<file path="src/rtl/qbus_dma_arb.sv">
`default_nettype none
// +--------------------------------------------------------------------------+
// | qbus_dma_arb : Q-bus DMA arbiter between the CPU and the DMR/DMG/SACK    |
// |                daisy chain, with grant timeout and a CPU fairness slot.  |
// | Revision     : 1.0                                                        |
// +--------------------------------------------------------------------------+
module qbus_dma_arb #(
  parameter int ARB_TMO  = 64,
  parameter int CPU_SLOT = 4
) (
  input  logic pin_clk,
  input  logic pin_rst,
  input  logic pin_dmr_n,
  input  logic pin_sack_n,
  output logic pin_dmgo_n,
  input  logic cpu_sync,
  output logic cpu_hold,
  output logic dma_act,
  output logic tmo
);

  localparam int c_TW = $clog2(ARB_TMO);
  localparam int c_SW = $clog2(CPU_SLOT + 1);
  localparam logic [c_TW-1:0] c_TMO_LAST  = c_TW'(ARB_TMO - 1);
  localparam logic [c_SW-1:0] c_SLOT_LAST = c_SW'(CPU_SLOT - 1);

  typedef enum logic [2:0] {
    ST_IDLE     = 3'd0,
    ST_WAIT_BUS = 3'd1,
    ST_GRANT    = 3'd2,
    ST_ACK      = 3'd3,
    ST_RECOVER  = 3'd4
  } state_t;

  state_t            r_state;
  state_t            w_next;
  logic              w_tmo_hit;
  logic              r_dmr_meta;
  logic              r_dmr_s;
  logic              r_sack_meta;
  logic              r_sack_s;
  logic [c_TW-1:0]   r_timer;
  logic [c_SW-1:0]   r_slot;

  always_ff @(posedge pin_clk or posedge pin_rst) begin
    if (pin_rst) begin
      r_dmr_meta  <= 1'b0;
      r_dmr_s     <= 1'b0;
      r_sack_meta <= 1'b0;
      r_sack_s    <= 1'b0;
    end else begin
      r_dmr_meta  <= ~pin_dmr_n;
      r_dmr_s     <= r_dmr_meta;
      r_sack_meta <= ~pin_sack_n;
      r_sack_s    <= r_sack_meta;
    end
  end

  always_ff @(posedge pin_clk or posedge pin_rst) begin
    if (pin_rst) begin
      r_state <= ST_IDLE;
    end else begin
      r_state <= w_next;
    end
  end

  // A RECOVER slot that ends with DMR still asserted goes straight to
  // WAIT_BUS, so the CPU gets exactly CPU_SLOT unheld cycles.
  always_comb begin
    w_next    = r_state;
    w_tmo_hit = 1'b0;
    case (r_state)
      ST_IDLE: begin
        if (r_dmr_s) w_next = ST_WAIT_BUS;
      end
      ST_WAIT_BUS: begin
        if (!r_dmr_s)       w_next = ST_IDLE;
        else if (!cpu_sync) w_next = ST_GRANT;
      end
      ST_GRANT: begin
        if (r_sack_s) begin
          w_next = ST_ACK;
        end else if (r_timer == c_TMO_LAST) begin
          w_next    = ST_IDLE;
          w_tmo_hit = 1'b1;
        end else if (!r_dmr_s) begin
          w_next = ST_IDLE;
        end
      end
      ST_ACK: begin
        if (!r_sack_s) w_next = ST_RECOVER;
      end
      ST_RECOVER: begin
        if (r_slot == c_SLOT_LAST) w_next = r_dmr_s ? ST_WAIT_BUS : ST_IDLE;
      end
      default: w_next = ST_IDLE;
    endcase
  end

  // Counters only advance while staying in their state, so they stop at the last value.
  always_ff @(posedge pin_clk or posedge pin_rst) begin
    if (pin_rst) begin
      r_timer <= '0;
      r_slot  <= '0;
    end else begin
      r_timer <= (r_state == ST_GRANT && w_next == ST_GRANT) ? r_timer + 1'b1 : '0;
      r_slot  <= (r_state == ST_RECOVER && w_next == ST_RECOVER) ? r_slot + 1'b1 : '0;
    end
  end

  always_ff @(posedge pin_clk or posedge pin_rst) begin
    if (pin_rst) begin
      pin_dmgo_n <= 1'b1;
      cpu_hold   <= 1'b0;
      dma_act    <= 1'b0;
      tmo        <= 1'b0;
    end else begin
      pin_dmgo_n <= (w_next != ST_GRANT);
      cpu_hold   <= (w_next == ST_WAIT_BUS) || (w_next == ST_GRANT) || (w_next == ST_ACK);
      dma_act    <= (w_next == ST_ACK);
      tmo        <= w_tmo_hit;
    end
  end

endmodule
`default_nettype wire

</file>
<file path="config.mk">
export PLATFORM = sky130hd
export DESIGN_NAME = qbus_dma_arb
export DESIGN_NICKNAME = d
export VERILOG_FILES = /design/src/rtl/qbus_dma_arb.sv
export SDC_FILE = /design/constraint.sdc
export NUM_CORES = 1
export LEC_CHECK = 0
export BUFFER_PORTS_ARGS = -buffer_cell sky130_fd_sc_hd__buf_2
export CORE_AREA = 2 2 46 48
export CTS_BUF_LIST = sky130_fd_sc_hd__clkbuf_16
export CTS_CLUSTER_DIAMETER = 30
export DETAILED_ROUTE_END_ITERATION = 8
export DIE_AREA = 0 0 48 50
export PLACE_DENSITY = 0.71
export REMOVE_ABC_BUFFERS = 1
export SETUP_SLACK_MARGIN = 0.05
export SLEW_MARGIN = 20
export SYNTH_ARGS = -nofsm -noshare
export SYNTH_HDL_FRONTEND = slang
export SYNTH_SLANG_ARGS = --single-unit
</file>
<file path="constraint.sdc">
create_clock -name pin_clk -period 1.3 [get_ports pin_clk]
set_input_delay 0.39 -clock pin_clk [delete_from_list [all_inputs] [get_ports pin_clk]]
set_output_delay 0.39 -clock pin_clk [all_outputs]
set_load 0.01 [all_outputs]
</file>
==> results of run 1 <==
-- worst max path at each step --
stage / startpoint / slack, ps / to
6_report: r_state[2]$_DFF_PP0_ / 4 / cpu_hold$_DFF_PP0_
5_1_grt: r_slot[0]$_DFF_PP0_ / -60 / cpu_hold$_DFF_PP0_
4_1_cts: r_slot[0]$_DFF_PP0_ / -40 / cpu_hold$_DFF_PP0_
3_5_place_dp: r_slot[0]$_DFF_PP0_ / -110 / cpu_hold$_DFF_PP0_
3_3_place_gp: r_slot[0]$_DFF_PP0_ / -80 / cpu_hold$_DFF_PP0_
2_1_floorplan: r_slot[0]$_DFF_PP0_ / -40 / cpu_hold$_DFF_PP0_
-- cells by family after synthesis --
| logic type | after synthesis | synth area share [%] |
|---|---|---|
| adders and majority gates | 3 | 4.68 |
| xor gates and xnor gates | 4 | 4.37 |
| and+or+nand+nor | 27 | 18.7 |
| DFF | 20 | 62.6 |
| AOI/OAI and AO/OA | 5 | 4.99 |
| buffers and inverters | 10 | 4.68 |
-- worst max-delay path, cell delays in order (launching register included) --
cell,delay (ps)
dfrtp_1,410
or3b_4,420
nor2_4,130
a32o_2,170
nand2b_1,100
-- flip-flops by register name (all words and copies together), names as in the netlist --
register and count:
dma_act 1, r_state 3, tmo 1, cpu_hold 1, r_dmr_s 1, r_sack_meta 1, r_dmr_meta 1, pin_dmgo_n 1
r_timer 6, r_sack_s 1, r_slot 3
-- cell usage in the layout, fill, tap and decap left out --
master,count
a31oi_2,1
a32o_2,1
and3_1,3
buf_2,7
buf_4,9
buf_6,1
bufinv_16,1
clkbuf_16,3
dfrtp_1,19
dfstp_2,1
ha_1,1
ha_2,1
ha_4,1
inv_1,10
nand2_1,2
nand2b_1,2
nand3_1,3
nand3_4,2
nand4b_1,1
nor2_1,4
nor2_2,6
nor2_4,2
nor2b_4,1
o21ai_0,1
o2bb2ai_2,1
o41ai_2,1
or3b_4,1
xnor2_1,2
xor2_1,2
-- where the power goes --
part	internal (mW)	total (mW)	switching (mW)	leakage, nW
sequential	0.716	0.760	0.0438	0.262
combinational	0.229	0.473	0.245	0.227
clock	0.610	0.835	0.225	0.0511
total	1.56	2.07	0.514	0.540
-- repair_timing --
| item | CTS | global route |
|---|---|---|
| endpoints found under the setup margin | 13 | 13 |
| endpoints found under the hold margin | 0 | 0 |
| gates resized for setup | 8 | 11 |
| setup buffers | 1 | 0 |
| pin swaps | 5 | 3 |
-- cell type report --
type                    instances  share of cell area, %
inverters                      10                   3.30
clock inverters                 1                   2.64
well taps                      27                   2.97
multi-input cells              39                   30.4
flip-flops and latches         20                   44.1
repair buffers                 17                   10.0
clock buffers                   3                   6.60
-- per-layer routing --
metal	share of wire (%)	up-vias	GRT usage (%)
li1	-	268	-
met1	44	261	19.3
met2	52	16	19.3
met3	2.6	2	2.20
met4	1.4	0	8.11
met5	0	-	0
-- metrics by stage --
stage	cell area [µm²]	hold slack (ps)	power, mW	std cells	util, %
CTS	1090	164	2.01	117	57.2
finish	1140	153	2.07	117	59.8
floorplan	802	331	0.961	69	-
global placement	936	332	1.10	112	49.2
global route	1140	174	2.15	117	59.8
detailed placement	936	340	1.12	112	49.2
==> results.json, run 1 <==
{
  "worstMarginPinSlew_ps": 244,
  "tns_ps": 0,
  "multi_input_area_um2": 345,
  "cp-start-kind": "flip-flop",
  "grt_max_degree": 21,
  "dp_hpwl_um": 904,
  "outcome": "finished, final reports clean",
  "synth.area.top_cells": "dfrtp_1 59%, ha_1 4.7%, inv_1 4.7%",
  "fmax_mhz": 772,
  "grt_first_pass_wirelength_mm": 2.33,
  "syn-instance-count": 69,
  "core-area_mm2": 0.00190,
  "antenna_found_initial": 0,
  "wirelength_mm": 1.40,
  "ys.warnings.count": 0,
  "synth_edf_count": 0,
  "hold_buffers": 0,
  "layout-drive-gt1-share_pct": 44.4,
  "ys_ff_latch": 20,
  "gp_congestion": 0.737,
  "synth_area_um2": 802,
  "ys_types": 22,
  "cts_buffers": 3,
  "drc": 0,
  "track_usage_pct": 13.7,
  "r2r.worst_path.cells": 4,
  "fin_crit_sh_pct": 99.7,
  "worst-path-max-fanout": 3,
  "setup_viol": 0,
  "critPathKind": "flip-flop to flip-flop",
  "rsz0062_at_grt": "yes",
  "num_io_pins": 9,
  "fin_nets": 99,
  "worst_ep_required_time_ps": 1490,
  "cts_tree": "yes",
  "p_leak_nw": 0.540,
  "reg2reg_from": "r_state[2]$_DFF_PP0_",
  "portBuffers": 8,
  "maxSlewViolCount": 0,
  "worstHoldPathType": "input port to async pin",
  "yosysSeqAreaShare_pct": 62.6,
  "crit_path_end_kind": "flip-flop",
  "p_per_area_mw_per_mm2": 1820,
  "cts.sinks": 20,
  "die-width_um": 48,
  "pre_cts_ws_ps": -113,
  "synth_ff_type": "dfrtp_1",
  "grt_pass1_vias": 543,
  "dr.pass1.iters": 4,
  "synth_top_area_share_pct": 59.3,
  "finalWorstSetupSlack_ps": 4.32,
  "avgViaCountPerCell": 4.68,
  "grt_overflow": 0,
  "ant_nets": 0,
  "post-route-min-period_ps": 1300,
  "peakVddDrop_v": 0.00104,
  "rows": 16,
  "diodes": 0,
  "async_flop_share_pct": 100,
  "maxSlewHeadroom_pct": 83.6,
  "htreeDepth": 1,
  "wl_per_cell_um": 11.9,
  "r2r_slack_ps": 4,
  "dieArea_mm2": 0.00240,
  "seq_area_um2": 502,
  "clk_pin_slew_ps": 60,
  "maxCapViolCount": 0,
  "r2r_end": "cpu_hold$_DFF_PP0_",
  "yosysTopAreaCell": "dfrtp_1",
  "clock_latency_ps": 250,
  "crit_arrival_ps": 1480,
  "n_fill_cell": 146,
  "cts_buffer_depth": 2,
  "final-hold-violation-count": 0,
  "die_h_um": 50,
  "start_util_pct": 42.2,
  "area_growth_pct": 41.8,
  "synth.most_common_cell": "dfrtp_1",
  "cts-root-buf": "clkbuf_16",
  "drt_iter0_markers": 4,
  "vias": 547,
  "yosys-top-cells-count": "19 x dfrtp_1, 10 x inv_1, 10 x nor2_1",
  "syn_avg_cell_area_um2": 11.6,
  "skew_ps": 0.818
}
No activity file was read; power rests on OpenSTA's default activity.
==> inputs of run 2 (changes only) <==
==> constraint.sdc (replaced) <==
create_clock -name pin_clk -period 1.3 [get_ports pin_clk]
set_input_delay 0 -clock pin_clk [delete_from_list [all_inputs] [get_ports pin_clk]]
set_output_delay 0 -clock pin_clk [all_outputs]
set_load 0.01 [all_outputs]
==> run 2 against run 1 <==
The flow now finishes with violations (negative setup slack). Clock power fell by 26%. Die area stayed put. Routed wire length grew 9.6%. Largest power group is now registers. Via count increased by 5.9%. Highest routed layer unchanged. First-iteration DRC count increased to 4.3 times the previous value. Global-route usage increased by 1.1 points. Register-to-register slack about the same. Final cell count grew 1.7%. Final area shrank 0.66%.
==> results.json, run 2 (same netlist as run 1, synthesis figures left out) <==
{
  "outcome": "finished, violations left",
  "violations": "negative setup slack",
  "largest_registers": "r_timer (6), r_slot (3), r_state (3)",
  "cts_buffer_depth": 2,
  "avgViaCountPerCell": 4.87,
  "final_common_cell": "dfrtp_1",
  "cts_buffers": 3,
  "stdcell_count": 119,
  "critPathKind": "flip-flop to flip-flop",
  "largest_reg_flops": 6,
  "rsz0062_at_grt": "yes",
  "skew_ps": 1.03,
  "fmax_mhz": 769,
  "crit_path_end_kind": "flip-flop",
  "worstMarginPinSlew_ps": 282,
  "maxSlewHeadroom_pct": 81.0,
  "fin_crit_sh_pct": 100,
  "maxCapViolCount": 0,
  "fin_nets": 101,
  "max_flop_register": "r_timer",
  "final-hold-violation-count": 0,
  "area_growth_pct": 40.9,
  "htreeDepth": 1,
  "num_io_pins": 9,
  "portBuffers": 8,
  "track_usage_pct": 14.8,
  "cts_tree": "yes",
  "grt_max_degree": 21,
  "critPathLaunch": "r_state[2]$_DFF_PP0_",
  "holdPathStages": 4,
  "slowest_stage": "or3b_4",
  "crit_arrival_ps": 1480,
  "dp_hpwl_um": 914,
  "clock_latency_ps": 250,
  "final_cell_mix": "19 x dfrtp_1, 10 x inv_1, 8 x buf_2, 8 x buf_4, 7 x nor2_1",
  "cpPeakStageDelay_ps": 440,
  "vias": 579,
  "clk_pin_slew_ps": 50,
  "ant_nets": 0,
  "p_per_area_mw_per_mm2": 1620,
  "setup.worst_path.end": "r_timer[3]$_DFF_PP0_",
  "post-route-min-period_ps": 1300,
  "reg2reg_from": "r_state[2]$_DFF_PP0_",
  "dieArea_mm2": 0.00240,
  "finalWorstSetupSlack_ps": -0.823,
  "wirelength_mm": 1.53,
  "grt_overflow": 0,
  "critical-path-top-delay-family": "simple AND/OR/NAND/NOR gates",
  "r2r_end": "r_timer[3]$_DFF_PP0_",
  "postCtsSetupBuffers": 0,
  "gp_congestion": 0.724,
  "maxSlewViolCount": 0,
  "cts.sinks": 20,
  "grt_first_pass_wirelength_mm": 2.50,
  "worstHoldPathType": "input port to flip-flop",
  "grt_pass1_vias": 575,
  "antenna_found_initial": 0,
  "p_leak_nw": 0.530,
  "layout-drive-gt1-share_pct": 38.0,
  "setup_viol": 1,
  "cp-start-kind": "flip-flop",
  "r2r_slack_ps": -0.8,
  "final_util_pct": 59.4,
  "peakVddDrop_v": 0.000924,
  "core-area_mm2": 0.00190,
  "dr.pass1.iters": 4,
  "crit_chain": "or3b_4 -> nor2_4 -> nand3_4 -> nor2_1",
  "diodes": 0,
  "wl_per_cell_um": 12.9,
  "drc": 0,
  "die-width_um": 48,
  "worst_ep_required_time_ps": 1480,
  "die_h_um": 50,
  "drt_iter0_markers": 17,
  "crit_buf_inv": 0,
  "dp.cells": 112,
  "crit_cells": 4,
  "r2r.worst_path.cells": 4,
  "worst-path-max-fanout": 5,
  "cts-root-buf": "clkbuf_16",
  "start_util_pct": 42.2,
  "rows": 16
}
## run 2: report_power, final
part / total [mW] / switching (mW) / internal (mW) / leakage (nW)
combinational: 0.458 / 0.245 / 0.213 / 0.230
clock: 0.618 / 0.210 / 0.409 / 0.0385
sequential: 0.753 / 0.0376 / 0.716 / 0.262
## run 2: cell type report
class / count / area (µm²)
clock buffer: 3 / 75.1
clock inverter: 1 / 3.75
fill: 156 / 772
inverter: 10 / 37.5
multi-input combinational: 39 / 348
sequential: 20 / 502
tap: 27 / 33.8
timing repair buffer: 19 / 130
## run 2: worst min-delay path, cell delays in order
cell       delay, ps
buf_2            100
o2bb2ai_2        100
a31oi_2          100
inv_1             50
## run 2: worst min path at each step
stage / end / slack (ps) / startpoint
detailed placement: r_dmr_s$_DFF_PP0_ / 40 / pin_rst
floorplan: cpu_hold$_DFF_PP0_ / -40 / pin_rst
global placement: r_timer[0]$_DFF_PP0_ / 30 / pin_rst
finish: r_state[0]$_DFF_PP0_ / 140 / cpu_sync
global route: r_state[0]$_DFF_PP0_ / 170 / cpu_sync
CTS: r_state[0]$_DFF_PP0_ / 130 / cpu_sync
## run 2: layer usage
metal  global-route usage, %  part of all wire [%]  vias to the layer above  wire length [µm]
met5                       0                     0                        -                 0
met4                    8.11                   2.4                        0                37
met3                    2.20                   2.4                        4                37
met2                    22.2                    53                       12               810
met1                    19.8                    42                      291               647
li1                        -                     -                      272                 -
## run 2: metrics by stage
stage / hold WS (ps) / TNS [ps] / cell area, µm² / total power [mW] / worst slack (ps)
finish: 136 / -0.823 / 1130 / 1.83 / -0.823
global route: 166 / -277 / 1130 / 1.91 / -59.9
floorplan: -36.9 / -62.0 / 802 / 0.961 / -40.4
global placement: 30.1 / -211 / 936 / 1.10 / -79.2
detailed placement: 38.6 / -522 / 936 / 1.11 / -139
CTS: 133 / -13.6 / 1080 / 1.77 / -13.6
## run 2: repair_timing
action	CTS	global route
hold buffers	3	0
endpoints found under the hold margin	21	0
gates resized for setup	8	9
pin swaps	5	7
endpoints found under the setup margin	12	12
==> inputs of run 3 (changes only) <==
- PLACE_DENSITY: 0.71 -> default
==> run 3 against run 2 <==
The run still ends with negative setup slack left. Register-to-register slack barely moved. Count of clock-buffer cells in the layout did not move. Highest routed layer unchanged. Via count fell by 2.6%. Sequential share of layout area fell by 0.76 points. Worst hold slack got worse by 4.8 ps. Power rose by 2.5%. Die area did not move. Combinational power rose by 3%. Non-clock buffer count rose by 2. Final area rose by 2.0%.
==> results.json, run 3 (same netlist as run 1, synthesis figures left out) <==
{
  "outcome": "finished, violations left",
  "violations": "negative setup slack",
  "cp-start-kind": "flip-flop",
  "final-hold-violation-count": 0,
  "clk_pin_slew_ps": 50,
  "wl_per_cell_um": 13.2,
  "worst-path-max-fanout": 3,
  "largest_registers": "r_timer (6), r_slot (3), r_state (3)",
  "ant_nets": 0,
  "clock_latency_ps": 250,
  "maxSlewHeadroom_pct": 82.5,
  "tns_ps": -15.1,
  "rows": 16,
  "drc": 0,
  "hold_end": "r_state[0]$_DFF_PP0_",
  "dr.pass1.iters": 3,
  "num_io_pins": 9,
  "grt_pass1_vias": 594,
  "dieArea_mm2": 0.00240,
  "cts_tree": "yes",
  "drt_iter0_markers": 2,
  "portBuffers": 8,
  "grt_max_degree": 21,
  "antenna_found_initial": 0,
  "fmax_mhz": 760,
  "htreeDepth": 1,
  "p_leak_nw": 0.536,
  "avgViaCountPerCell": 4.66,
  "rsz0062_at_grt": "yes",
  "finalWorstSetupSlack_ps": -15.1,
  "start_util_pct": 42.2,
  "diodes": 0,
  "peakVddDrop_v": 0.00100,
  "wirelength_mm": 1.59,
  "cts-root-buf": "clkbuf_16",
  "holdPathStages": 4,
  "grt_first_pass_wirelength_mm": 2.57,
  "largest_reg_flops": 6,
  "worstHoldPathType": "input port to flip-flop",
  "vias": 564,
  "setup_viol": 1,
  "hold_start": "cpu_sync",
  "total_power_mw": 1.87,
  "final_common_cell": "dfrtp_1",
  "crit_path_end_kind": "flip-flop",
  "n_fill_cell": 147,
  "grt_overflow": 0,
  "critPathKind": "flip-flop to flip-flop",
  "seq_area_um2": 503,
  "maxCapViolCount": 0,
  "cts_buffer_depth": 2,
  "die_h_um": 50,
  "dp.cells": 111,
  "fin_crit_sh_pct": 101,
  "p_per_area_mw_per_mm2": 1630,
  "gp_congestion": 0.705,
  "worst_ep_required_time_ps": 1490,
  "worstMarginPinSlew_ps": 259,
  "crit_arrival_ps": 1510,
  "cts_buffers": 3,
  "cts.sinks": 20,
  "track_usage_pct": 16.0,
  "r2r.worst_path.cells": 4,
  "r2r_end": "cpu_hold$_DFF_PP0_",
  "r2r_slack_ps": -20,
  "fin_nets": 103,
  "maxSlewViolCount": 0,
  "multi_input_area_um2": 354,
  "core-area_mm2": 0.00190,
  "layout-drive-gt1-share_pct": 43.6,
  "stdcell_count": 121,
  "area_growth_pct": 43.7,
  "dp_hpwl_um": 892,
  "skew_ps": 0.977,
  "final_cell_mix": "18 x dfrtp_1, 10 x inv_1, 10 x buf_4",
  "max_flop_register": "r_timer",
  "die-width_um": 48,
  "reg2reg_from": "r_state[0]$_DFF_PP0_",
  "post-route-min-period_ps": 1320
}
run 3: cell types whose count changed in the layout (fill, tap and decap cells not counted), sizes merged:
cell / before / now
buf: 16 / 18
run 3: per-stage QoR:
stage / setup WS [ps] / util, % / hold slack [ps] / instance area [µm²]
2_1_floorplan: -40.4 / - / -36.9 / 802
3_5_place_dp: -164 / 48.8 / 34.8 / 928
5_1_grt: -57.0 / 60.6 / 148 / 1150
6_report: -15.1 / 60.6 / 131 / 1150
4_1_cts: 20.3 / 57.4 / 127 / 1090
3_3_place_gp: -105 / 48.8 / 30.5 / 928
run 3: layout make-up:
cell class / count / share of cell area, %
clock inverters: 1 / 0.326
flip-flops and latches: 20 / 43.6
well taps: 27 / 2.93
repair buffers: 21 / 12.6
multi-input cells: 39 / 30.7
inverters: 10 / 3.26
clock buffers: 3 / 6.51
run 3: how the worst max path moves through the flow:
stage / end / cells after the start / start / slack, ps
final: cpu_hold$_DFF_PP0_ / 4 / r_state[0]$_DFF_PP0_ / -20
after global routing: cpu_hold$_DFF_PP0_ / 6 / r_slot[0]$_DFF_PP0_ / -60
after CTS: cpu_hold$_DFF_PP0_ / 6 / r_slot[0]$_DFF_PP0_ / 20
after detailed placement: cpu_hold$_DFF_PP0_ / 6 / r_slot[0]$_DFF_PP0_ / -160
after global placement: cpu_hold$_DFF_PP0_ / 6 / r_slot[0]$_DFF_PP0_ / -110
after floorplan: cpu_hold$_DFF_PP0_ / 6 / r_slot[0]$_DFF_PP0_ / -40
run 3: worst max-delay path, cell delays in order, from the launching register on:
cell and delay (ps):
dfrtp_1 380, or3b_4 440, nor2_4 140, a32o_2 190
nand2b_1 110
run 3: layer usage:
metal / track usage, % / vias to the layer above / share of wire, %
met1: 20.7 / 274 / 47
met4: 6.76 / 0 / 1.4
li1: - / 277 / -
met3: 5.49 / 2 / 3.5
met5: 0 / - / 0
met2: 23.8 / 11 / 48
run 3: timing repair:
| action | in CTS | in global routing |
|---|---|---|
| gates cloned | 0 | 0 |
| endpoints found under the hold margin | 21 | 0 |
| hold buffers | 3 | 0 |
| resized for setup | 9 | 12 |
| pin swaps | 4 | 4 |
| buffers inserted | 1 | 2 |
| setup endpoints to repair | 11 | 13 |
run 3: power breakdown:
part	switching [mW]	internal, mW
registers	0.0433	0.717
logic	0.250	0.223
clock network	0.231	0.410
total	0.525	1.35
